$ cat config.mk
export PLATFORM = sky130hd
export DESIGN_NAME = dcache_wb
export DESIGN_NICKNAME = d
export VERILOG_FILES = /design/src/rtl/dcache_wb.sv
export SDC_FILE = /design/constraint.sdc
export NUM_CORES = 2
export LEC_CHECK = 0
export CAP_MARGIN = 25
export CELL_PAD_IN_SITES_DETAIL_PLACEMENT = 0
export CELL_PAD_IN_SITES_GLOBAL_PLACEMENT = 1
export CORE_ASPECT_RATIO = 0.5
export CORE_UTILIZATION = 35
export CTS_CLUSTER_SIZE = 14
export DETAILED_ROUTE_END_ITERATION = 8
export DONT_BUFFER_PORTS = 1
export PLACE_DENSITY = 0.56
export SETUP_SLACK_MARGIN = 0.3
export SYNTH_ARGS = -nofsm -noshare
export SYNTH_HDL_FRONTEND = slang
export SYNTH_SLANG_ARGS = --single-unit
$ cat constraint.sdc
create_clock -name CLK -period 14.8 [get_ports CLK]
set_clock_uncertainty 0.05 [all_clocks]
set_input_delay 0.74 -clock CLK [delete_from_list [all_inputs] [get_ports CLK]]
set_output_delay 0.74 -clock CLK [all_outputs]
set_load 0.1 [all_outputs]
$ cat src/rtl/dcache_wb.sv
`default_nettype none
// ============================================================================
//  Module   : dcache_wb
//  Purpose  : Direct-mapped, write-back, write-allocate L1 data cache with
//             LL/SC link tracking and a halt-triggered dirty-block flush.
//             Optional build macro DCACHE_HITCOUNT_EN adds a hit/miss
//             counter.
//             - The counter increments on every completing request that is
//               not a failed SC, and decrements on every miss entry.
//             - Its value is written to address 0x3100 after the flush.
//  Revision : 1.0  initial release
// ============================================================================
module dcache_wb #(
    parameter int NSETS    = 16,
    parameter int BLKWORDS = 2
) (
    input  logic        CLK,
    input  logic        nRST,
    input  logic        halt,
    input  logic        dmemREN,
    input  logic        dmemWEN,
    input  logic        datomic,
    input  logic [31:0] dmemaddr,
    input  logic [31:0] dmemstore,
    output logic        dhit,
    output logic [31:0] dmemload,
    output logic        flushed,
    output logic        dREN,
    output logic        dWEN,
    output logic [31:0] daddr,
    output logic [31:0] dstore,
    input  logic        dwait,
    input  logic [31:0] dload
);
    localparam int IDXW = $clog2(NSETS);
    localparam int OFFW = $clog2(BLKWORDS);
    localparam int TAGW = 30 - OFFW - IDXW;

    typedef enum logic [3:0] {
        S_IDLE  = 4'd0,
        S_WB0   = 4'd1,
        S_WB1   = 4'd2,
        S_LD0   = 4'd3,
        S_LD1   = 4'd4,
        S_FLUSH = 4'd5,
        S_FWB0  = 4'd6,
        S_FWB1  = 4'd7,
        S_DONE  = 4'd8
`ifdef DCACHE_HITCOUNT_EN
        , S_CNT = 4'd9
`endif
    } state_t;

    // Storage
    logic [31:0]      r_data [NSETS][BLKWORDS];
    logic [TAGW-1:0]  r_tag  [NSETS];
    logic [NSETS-1:0] r_valid;
    logic [NSETS-1:0] r_dirty;
    logic             r_link_valid;
    logic [29:0]      r_link_addr;
    logic [IDXW-1:0]  r_fidx;
    state_t           r_state;
    state_t           w_next;
`ifdef DCACHE_HITCOUNT_EN
    logic [31:0]      r_count;
`endif

    // Request decode
    logic [TAGW-1:0]  w_tag;
    logic [IDXW-1:0]  w_idx;
    logic [OFFW-1:0]  w_off;
    logic [29:0]      w_waddr;
    logic             w_hit;
    logic             w_link_match;
    logic             w_sc_fail;
    logic             w_vic_dirty;
    logic             w_fset_dirty;
    logic             w_last_set;
    logic             w_unused;

    // Datapath enables produced by the FSM
    logic             w_wr_hit;
    logic             w_ll_hit;
    logic             w_miss;
    logic             w_fill_we;
    logic [OFFW-1:0]  w_fill_word;
    logic             w_fill_done;
    logic             w_fset_clean;
    logic             w_fidx_inc;

    assign w_tag        = dmemaddr[31 -: TAGW];
    assign w_idx        = dmemaddr[2 + OFFW +: IDXW];
    assign w_off        = dmemaddr[2 +: OFFW];
    assign w_waddr      = dmemaddr[31:2];
    assign w_hit        = r_valid[w_idx] && (r_tag[w_idx] == w_tag);
    assign w_link_match = r_link_valid && (r_link_addr == w_waddr);
    // An SC whose link is gone completes at once with result 0
    assign w_sc_fail    = dmemWEN && datomic && !w_link_match;
    assign w_vic_dirty  = r_valid[w_idx] && r_dirty[w_idx];
    assign w_fset_dirty = r_valid[r_fidx] && r_dirty[r_fidx];
    assign w_last_set   = (r_fidx == IDXW'(NSETS - 1));
    // Byte-offset bits carry no information for word accesses
    assign w_unused     = &{1'b0, dmemaddr[1:0]};

    // State register
    always_ff @(posedge CLK or negedge nRST) begin
        if (!nRST) begin
            r_state <= S_IDLE;
        end else begin
            r_state <= w_next;
        end
    end

    // Next-state, bus outputs and datapath enables
    always_comb begin
        w_next       = r_state;
        dhit         = 1'b0;
        dmemload     = '0;
        flushed      = 1'b0;
        dREN         = 1'b0;
        dWEN         = 1'b0;
        daddr        = '0;
        dstore       = '0;
        w_wr_hit     = 1'b0;
        w_ll_hit     = 1'b0;
        w_miss       = 1'b0;
        w_fill_we    = 1'b0;
        w_fill_word  = '0;
        w_fill_done  = 1'b0;
        w_fset_clean = 1'b0;
        w_fidx_inc   = 1'b0;
        // Outputs stay quiet while reset is held, even with a request present
        if (nRST) begin
            unique case (r_state)
                S_IDLE: begin
                    if (halt) begin
                        w_next = S_FLUSH;
                    end else if (dmemWEN) begin
                        if (w_sc_fail) begin
                            dhit = 1'b1;
                        end else if (w_hit) begin
                            dhit     = 1'b1;
                            w_wr_hit = 1'b1;
                            dmemload = {31'd0, datomic};
                        end else begin
                            w_miss = 1'b1;
                        end
                    end else if (dmemREN) begin
                        if (w_hit) begin
                            dhit     = 1'b1;
                            dmemload = r_data[w_idx][w_off];
                            w_ll_hit = datomic;
                        end else begin
                            w_miss = 1'b1;
                        end
                    end
                    if (w_miss) begin
                        w_next = w_vic_dirty ? S_WB0 : S_LD0;
                    end
                end
                S_WB0: begin
                    dWEN   = 1'b1;
                    daddr  = {r_tag[w_idx], w_idx, OFFW'(0), 2'b00};
                    dstore = r_data[w_idx][0];
                    if (!dwait) w_next = S_WB1;
                end
                S_WB1: begin
                    dWEN   = 1'b1;
                    daddr  = {r_tag[w_idx], w_idx, OFFW'(1), 2'b00};
                    dstore = r_data[w_idx][1];
                    if (!dwait) w_next = S_LD0;
                end
                S_LD0: begin
                    dREN  = 1'b1;
                    daddr = {w_tag, w_idx, OFFW'(0), 2'b00};
                    if (!dwait) begin
                        w_fill_we   = 1'b1;
                        w_fill_word = OFFW'(0);
                        w_next      = S_LD1;
                    end
                end
                S_LD1: begin
                    dREN  = 1'b1;
                    daddr = {w_tag, w_idx, OFFW'(1), 2'b00};
                    if (!dwait) begin
                        w_fill_we   = 1'b1;
                        w_fill_word = OFFW'(1);
                        w_fill_done = 1'b1;
                        w_next      = S_IDLE;
                    end
                end
                S_FLUSH: begin
                    if (w_fset_dirty) begin
                        w_next = S_FWB0;
                    end else if (w_last_set) begin
`ifdef DCACHE_HITCOUNT_EN
                        w_next = S_CNT;
`else
                        w_next = S_DONE;
`endif
                    end else begin
                        w_fidx_inc = 1'b1;
                    end
                end
                S_FWB0: begin
                    dWEN   = 1'b1;
                    daddr  = {r_tag[r_fidx], r_fidx, OFFW'(0), 2'b00};
                    dstore = r_data[r_fidx][0];
                    if (!dwait) w_next = S_FWB1;
                end
                S_FWB1: begin
                    dWEN   = 1'b1;
                    daddr  = {r_tag[r_fidx], r_fidx, OFFW'(1), 2'b00};
                    dstore = r_data[r_fidx][1];
                    // Return to FLUSH: the now-clean set is skipped there
                    if (!dwait) begin
                        w_fset_clean = 1'b1;
                        w_next       = S_FLUSH;
                    end
                end
`ifdef DCACHE_HITCOUNT_EN
                S_CNT: begin
                    dWEN   = 1'b1;
                    daddr  = 32'h0000_3100;
                    dstore = r_count;
                    if (!dwait) w_next = S_DONE;
                end
`endif
                S_DONE: begin
                    flushed = 1'b1;
                end
                default: begin
                    w_next = S_IDLE;
                end
            endcase
        end
    end

    // Valid/dirty bits, link register and flush walk pointer
    always_ff @(posedge CLK or negedge nRST) begin
        if (!nRST) begin
            r_valid      <= '0;
            r_dirty      <= '0;
            r_link_valid <= 1'b0;
            r_link_addr  <= '0;
            r_fidx       <= '0;
        end else begin
            if (w_wr_hit) begin
                r_dirty[w_idx] <= 1'b1;
                if (w_waddr == r_link_addr) r_link_valid <= 1'b0;
            end
            if (w_ll_hit) begin
                r_link_valid <= 1'b1;
                r_link_addr  <= w_waddr;
            end
            if (w_fill_done) begin
                r_valid[w_idx] <= 1'b1;
                r_dirty[w_idx] <= 1'b0;
            end
            if (w_fset_clean) r_dirty[r_fidx] <= 1'b0;
            if (w_fidx_inc)   r_fidx <= r_fidx + 1'b1;
        end
    end

    // Data and tag arrays (contents are don't-care until valid)
    always_ff @(posedge CLK) begin
        if (w_wr_hit)    r_data[w_idx][w_off]       <= dmemstore;
        if (w_fill_we)   r_data[w_idx][w_fill_word] <= dload;
        if (w_fill_done) r_tag[w_idx]               <= w_tag;
    end

`ifdef DCACHE_HITCOUNT_EN
    // Hit/miss balance counter reported at the end of the flush
    always_ff @(posedge CLK or negedge nRST) begin
        if (!nRST) begin
            r_count <= '0;
        end else if (dhit && !w_sc_fail) begin
            r_count <= r_count + 32'd1;
        end else if (w_miss) begin
            r_count <= r_count - 32'd1;
        end
    end
`endif

endmodule
`default_nettype wire

Yosys cells after proc, flatten, opt, wreduce, memory -nomap -nowiden
Memory sizes are Yosys's and may differ from the RTL's.
Cells that the tools add are included.

word-level totals
  word-level logic and storage cells = 289
  output and inout bits = 100
  register bits after elaboration = 71
  RAM bits = 1,424
  memories kept = 2
  bits of input ports = 103

operators by class
  muxes and demuxes = 161
  add/subtract/negate cells = 1
  $lt $le $gt $ge = 8
  reduce and logical (&&, ||, !) cells = 18
  bitwise logic cells = 73
  eq/ne operators = 20

memories
  memory  words  width  rd ports  clocked after Yosys merged registers in  write ports  line  RTL
  r_data  16     64     2         0                                        1            55    logic [31:0] r_data [NSETS][BLKWORDS];
  r_tag   16     25     2         0                                        1            56    logic [TAGW-1:0] r_tag [NSETS];

operators with widths
  cell                number
  $mux 32             13
  $pmux 32 s6         1
  $mux 64             2
  $pmux 32 s4         1
  $mux 1              121
  $demux 32 s1        2
  $or 1x1->1          64
  $eq 30x30->1        2
  $mux 16             3
  $mux 4              10
  $pmux 4 s9          1
  $and 16x16->16      2
  $not 16->16         2
  $or 16x16->16       2
  $eq 25x25->1        1
  $bmux 1 s4          4
  $eq 4x3->1 const B  4
  $ne 2x2->1 const B  6
  $logic_and 1x1->1   10
  $lt 4x5->1 const B  2
  $reduce_and 10->1   1
  $demux 1 s4         2
  $eq 4x2->1 const B  2
  $eq 4x4->1 const B  2
  15 further kinds    21

Longest topological paths before layout
  word-level depth = 14
  depth in mapped cells = 14
  mapped depth without buffers = 9

Worst setup path before layout
No wires, ideal clock.

  path type = input-to-output
  start = in dmemaddr[3]
  end = out dhit
  path slack = 8,462 ps
  path buffers = 3
  cell stages on the path = 11
  required time = 14,010 ps
  arrival = 5,548 ps
  cell sequence = buf_6 > buf_4 > mux4_2 > a221oi_1 > a21oi_1 > o41ai_2 > nand3_1 > nor4_4 > buf_2 > o21ai_0 > a21boi_0

on the way
  cells in the longest elaborated chain, start to end = 9
  elaborated cells on any way between the ends = 16
  those cells by class = 2 x eq/ne; 9 x mux; 4 x reduce/logical; 1 x memory

ends and longest elaborated chain
  element                                               line          RTL
  from (decl)                                           23            input logic [31:0] dmemaddr,
  $mem_v2 16x25, or another cell as far along           n/a
  $eq 25x25->1, or another cell as far along            95            assign w_hit = r_valid[w_idx] && (r_tag[w_idx] == w_tag);
  $logic_and 1x1->1 or $logic_not 1->1 (tied branches)  95, 98
  $mux 1 or $logic_and 1x1->1 (tied branches)           141, 149, 98
  $mux 1 (on tied branches)                             148, 139
  $mux 1 *                                              138           end else if (dmemWEN) begin
  $mux 1 *                                              136           if (halt) begin
  $mux 1 *                                              134           unique case (r_state)
  $mux 1 *                                              133           if (nRST) begin
  to (decl)                                             25            output logic dhit,

Mark *: on every way between the ends. The rest lies on a longest branch, timed or not. The select of a mux whose other input is x is not followed.

Final worst setup path
  start = in dmemaddr[3]
  end = out dmemload[17]

on the way
  cells in the longest elaborated chain, start to end = 10
  elaborated cells on any way between the ends = 15
  those cells by class = 1 x eq/ne; 11 x mux; 1 x reduce/logical; 2 x memory

ends and longest elaborated chain
  element                                                line  RTL
  branches (longest 4 deep; another with $mem_v2 16x25)  n/a
  $mux 32 *                                              149   if (w_hit) begin
  $mux 32 *                                              148   end else if (dmemREN) begin
  $mux 32 *                                              138
  $mux 32 *                                              136
  $mux 32 *                                              134
  $mux 32 *                                              133
  to (decl)                                              26    output logic [31:0] dmemload,

Mark *: on every way between the ends. The select of a mux whose other input is x is not followed.

==> out/results.txt <==
Core Area - 0.2044 mm2
Total number of vias - 40440
Measured slew at the worst slew-check pin - 1.779 ns
Starting Density - 0.3537
Async SR Flop Fraction - 0.04749
Fmax - 145.9 MHz
Vias per std cell - 6.172
Internal power - 0.008435 W
DRC - 0
Commonest cells after routing, fill and taps aside - edfxtp_1 (1424), mux4_2 (833), nand2_1 (192)
Min Tclk post-route - 6.854 ns
Synth area leaders - edfxtp_1 (59%), mux4_2 (26%), dfrtp_1 (2.5%)
GRT overflow - 0
CTS tree - built
P_leak - 25.26 nW
Hold-fix buffers, CTS - 28
Largest net degree at the start of global routing - 424
# H-tree levels - 4
Clock root cell - clkbuf_16
Register area - 0.04455 mm2
Most common cell after layout, fill and taps aside - edfxtp_1
Clk Latency, worst-skew pair - 0.83 ns
Crit path to - dmemload[17]
Area of the multi-input gates - 0.02711 mm2
Pins over their slew limit - 142
CP startpoint kind - input pin
Sequential area share after synthesis - 0.6162
Share of layout cells above drive strength 1 - 0.3819
Setup Crit Path Kind - in -> out
Reg2Reg Depth - 10
RD Place Congestion - 0.7605
Main flop type after synthesis - edfxtp_1
Post_cts resized - 0
Wire per inst - 36.74 um
Starting DRT DRC Count - 4431
GR Util All Layers - 0.2288
Hold Vio Cnt, Final - 0
Tcrit/Tclk final - 0.4631
Largest area contributor in the netlist - edfxtp_1
Initial antenna violation count - 4
Vias in the first global route - 41700
Critical Path Start - dmemaddr[3]
CTS Buffer Depth - 4
Clk sinks - 1495
Post-DRT Antenna Nets - 0
CTS Buf Count - 154
First-pass GRT wire length - 333400 um
Post-DP HPWL - 123400 um
Worst EP required - 14.01 ns
CTS clk-pin slew, worst paths - 0.07 ns
Final setup TNS - 0 ns
Area growth from synthesis to layout - 12.63%
DIE AREA - 0.2084 mm2
Post-Synthesis Cells - 3701
Failing checks - max-slew violations
Fillcell total - 18320
Die boundary width - 644.7 um
Critical path peak fanout - 163
Finish-stage setup viols - 0
Max rail drop VDD - 0.1302 mV
Die H - 323.3 um
Gate power share - 0.308
Post-synth EDFFs - 1424
Crit end category - primary output
Sw frac - 0.3260
# rows - 117
Flop pwr share - 0.387
Seq cells post-synth - 1495
RSZ-0062 raised after global routing - no
Yosys warns - 0
Post-synthesis cell area - 0.07228 mm2
Post-layout net count - 3810
Sw Pwr - 0.004079 W
Worst reg2reg endpoint - r_data[0][33]$_DFFE_PP_
Port-buffer cells - 0
Drt pass-1 iters - 6
Max-slew headroom - -0.1861
Crit path arrival time - 6.06 ns
Post-Syn Area per Cell - 19.53 um2
Detailed Route WL - 240700 um
Top cell type's share of synthesized area - 0.5916
Setup Fix Bufs, Post-CTS - 0
IO Pins - 203
Yosys cell types - 71
Status - finished, violations left
Reg-to-reg startpoint - r_link_addr[15]$_DFFE_PN0P_
Max Cap Viol - 0
Tightest Hold Check Type - in -> reg
Total power - 0.01251 W
PD cells - 153.7 mW/mm2
Flop2flop setup slack - 9.32 ns
Clock group share of total power - 0.305
state kept, by name (all words and copies together), names as in the netlist:
register / flops
r_tag: 400
r_valid: 16
r_data: 1024
r_fidx: 4
r_link_addr: 30
r_link_valid: 1
r_dirty: 16
r_state: 4
power groups by stage:
| stage | Combinational [W] | Sequential [W] | Clock [W] |
|---|---|---|---|
| 6_report | 0.00386 | 0.00484 | 0.00381 |
| 5_1_grt | 0.00405 | 0.00485 | 0.00403 |
| 4_1_cts | 0.00386 | 0.00485 | 0.00388 |
| 3_5_place_dp | 0.00383 | 0.00494 | 0 |
| 3_3_place_gp | 0.00377 | 0.00493 | 0 |
| 2_1_floorplan | 0.00282 | 0.00483 | 0 |
metrics by stage:
stage | hold slack [ns] | std cells | instance area [um2] | utilization | worst slack, ns
final | 0.08545 | 6552 | 81400 | 0.3983 | 7.946
after global routing | 0.04262 | 6552 | 81400 | 0.3983 | 7.804
after CTS | 0.03051 | 6546 | 81290 | 0.3978 | 8.095
after detailed placement | 0.4243 | 6252 | 76320 | 0.3735 | 8.538
after global placement | 0.4227 | 6241 | 76030 | 0.3720 | 8.531
after floorplan | 0.3944 | 3702 | 72280 | - | 8.462
critical path, cell delays in order:
cell	delay, ns
buf_16	0.75
mux4_2	0.63
mux2_2	0.36
a221oi_1	0.49
nand2_1	0.10
nor4_1	0.33
o21ai_0	0.22
nor4_4	0.66
nand4_1	0.20
buf_4	0.44
nor2_2	0.97
synth_stat cells (10+ instances only):
cell type  count
a211oi_1      26
a21boi_0      17
a21oi_1       50
a221oi_1      13
a222oi_1      35
a22o_1        10
a22oi_1       56
a31oi_1       14
buf_1         72
buf_2         20
buf_6         10
clkbuf_1     189
dfrtp_1       71
edfxtp_1    1424
inv_1         26
mux2_2        88
mux2_4        29
mux2i_1      143
mux4_2       833
nand2_1      192
nand3_1       25
nand4_1       15
nor2_1       103
nor2b_1       20
o21ai_0       17
o22ai_1       11
or2_2         17
xnor2_1       25
xor2_1        29
cell families (layout without fill, tap and decap cells):
| logic type | Yosys count | after routing | synth area share |
|---|---|---|---|
| AOI/OAI and AO/OA | 294 | 294 | 0.03024 |
| xor gates and xnor gates | 54 | 54 | 0.006544 |
| adders and majority gates | 4 | 4 | 0.0006925 |
| buffers and inverters | 333 | 444 | 0.01986 |
| DFF | 1495 | 1495 | 0.6162 |
| muxes | 1093 | 1093 | 0.2991 |
| other | 1 | 4 | 0.00005188 |
| and+or+nand+nor | 427 | 427 | 0.02728 |
layer usage:
layer,vias to the layer above,global-route usage,share of wire
met4,0,0.05026,0.022
met5,-,0,0
met1,22650,0.3253,0.44
met3,288,0.03652,0.063
met2,1581,0.3725,0.48
li1,15930,-,-
cell type report:
cell class                      instances  area share
Multi-Input combinational cell       1874      0.3330
Tap cell                             2737     0.04207
Clock buffer                          209     0.05180
Inverter                               28    0.001291
Antenna cell                            2  0.00006148
Clock inverter                         57    0.005595
Sequential cell                      1495      0.5473
Timing Repair Buffer                  150     0.01887
how the worst min path moves through the flow:
stage          cells after the start  slack, ns         start                          end
3_3_place_gp                       0       0.42          nRST  r_link_addr[13]$_DFFE_PN0P_
3_5_place_dp                       0       0.42          nRST  r_link_addr[13]$_DFFE_PN0P_
4_1_cts                            1       0.03  dmemaddr[27]  r_link_addr[25]$_DFFE_PN0P_
6_report                           2       0.09       dmemWEN     r_link_valid$_DFFE_PN0P_
5_1_grt                            1       0.04  dmemaddr[27]  r_link_addr[25]$_DFFE_PN0P_
2_1_floorplan                      0       0.39          nRST         r_dirty[0]$_DFF_PN0_
Note: power is estimated with default switching activity, not from simulation.
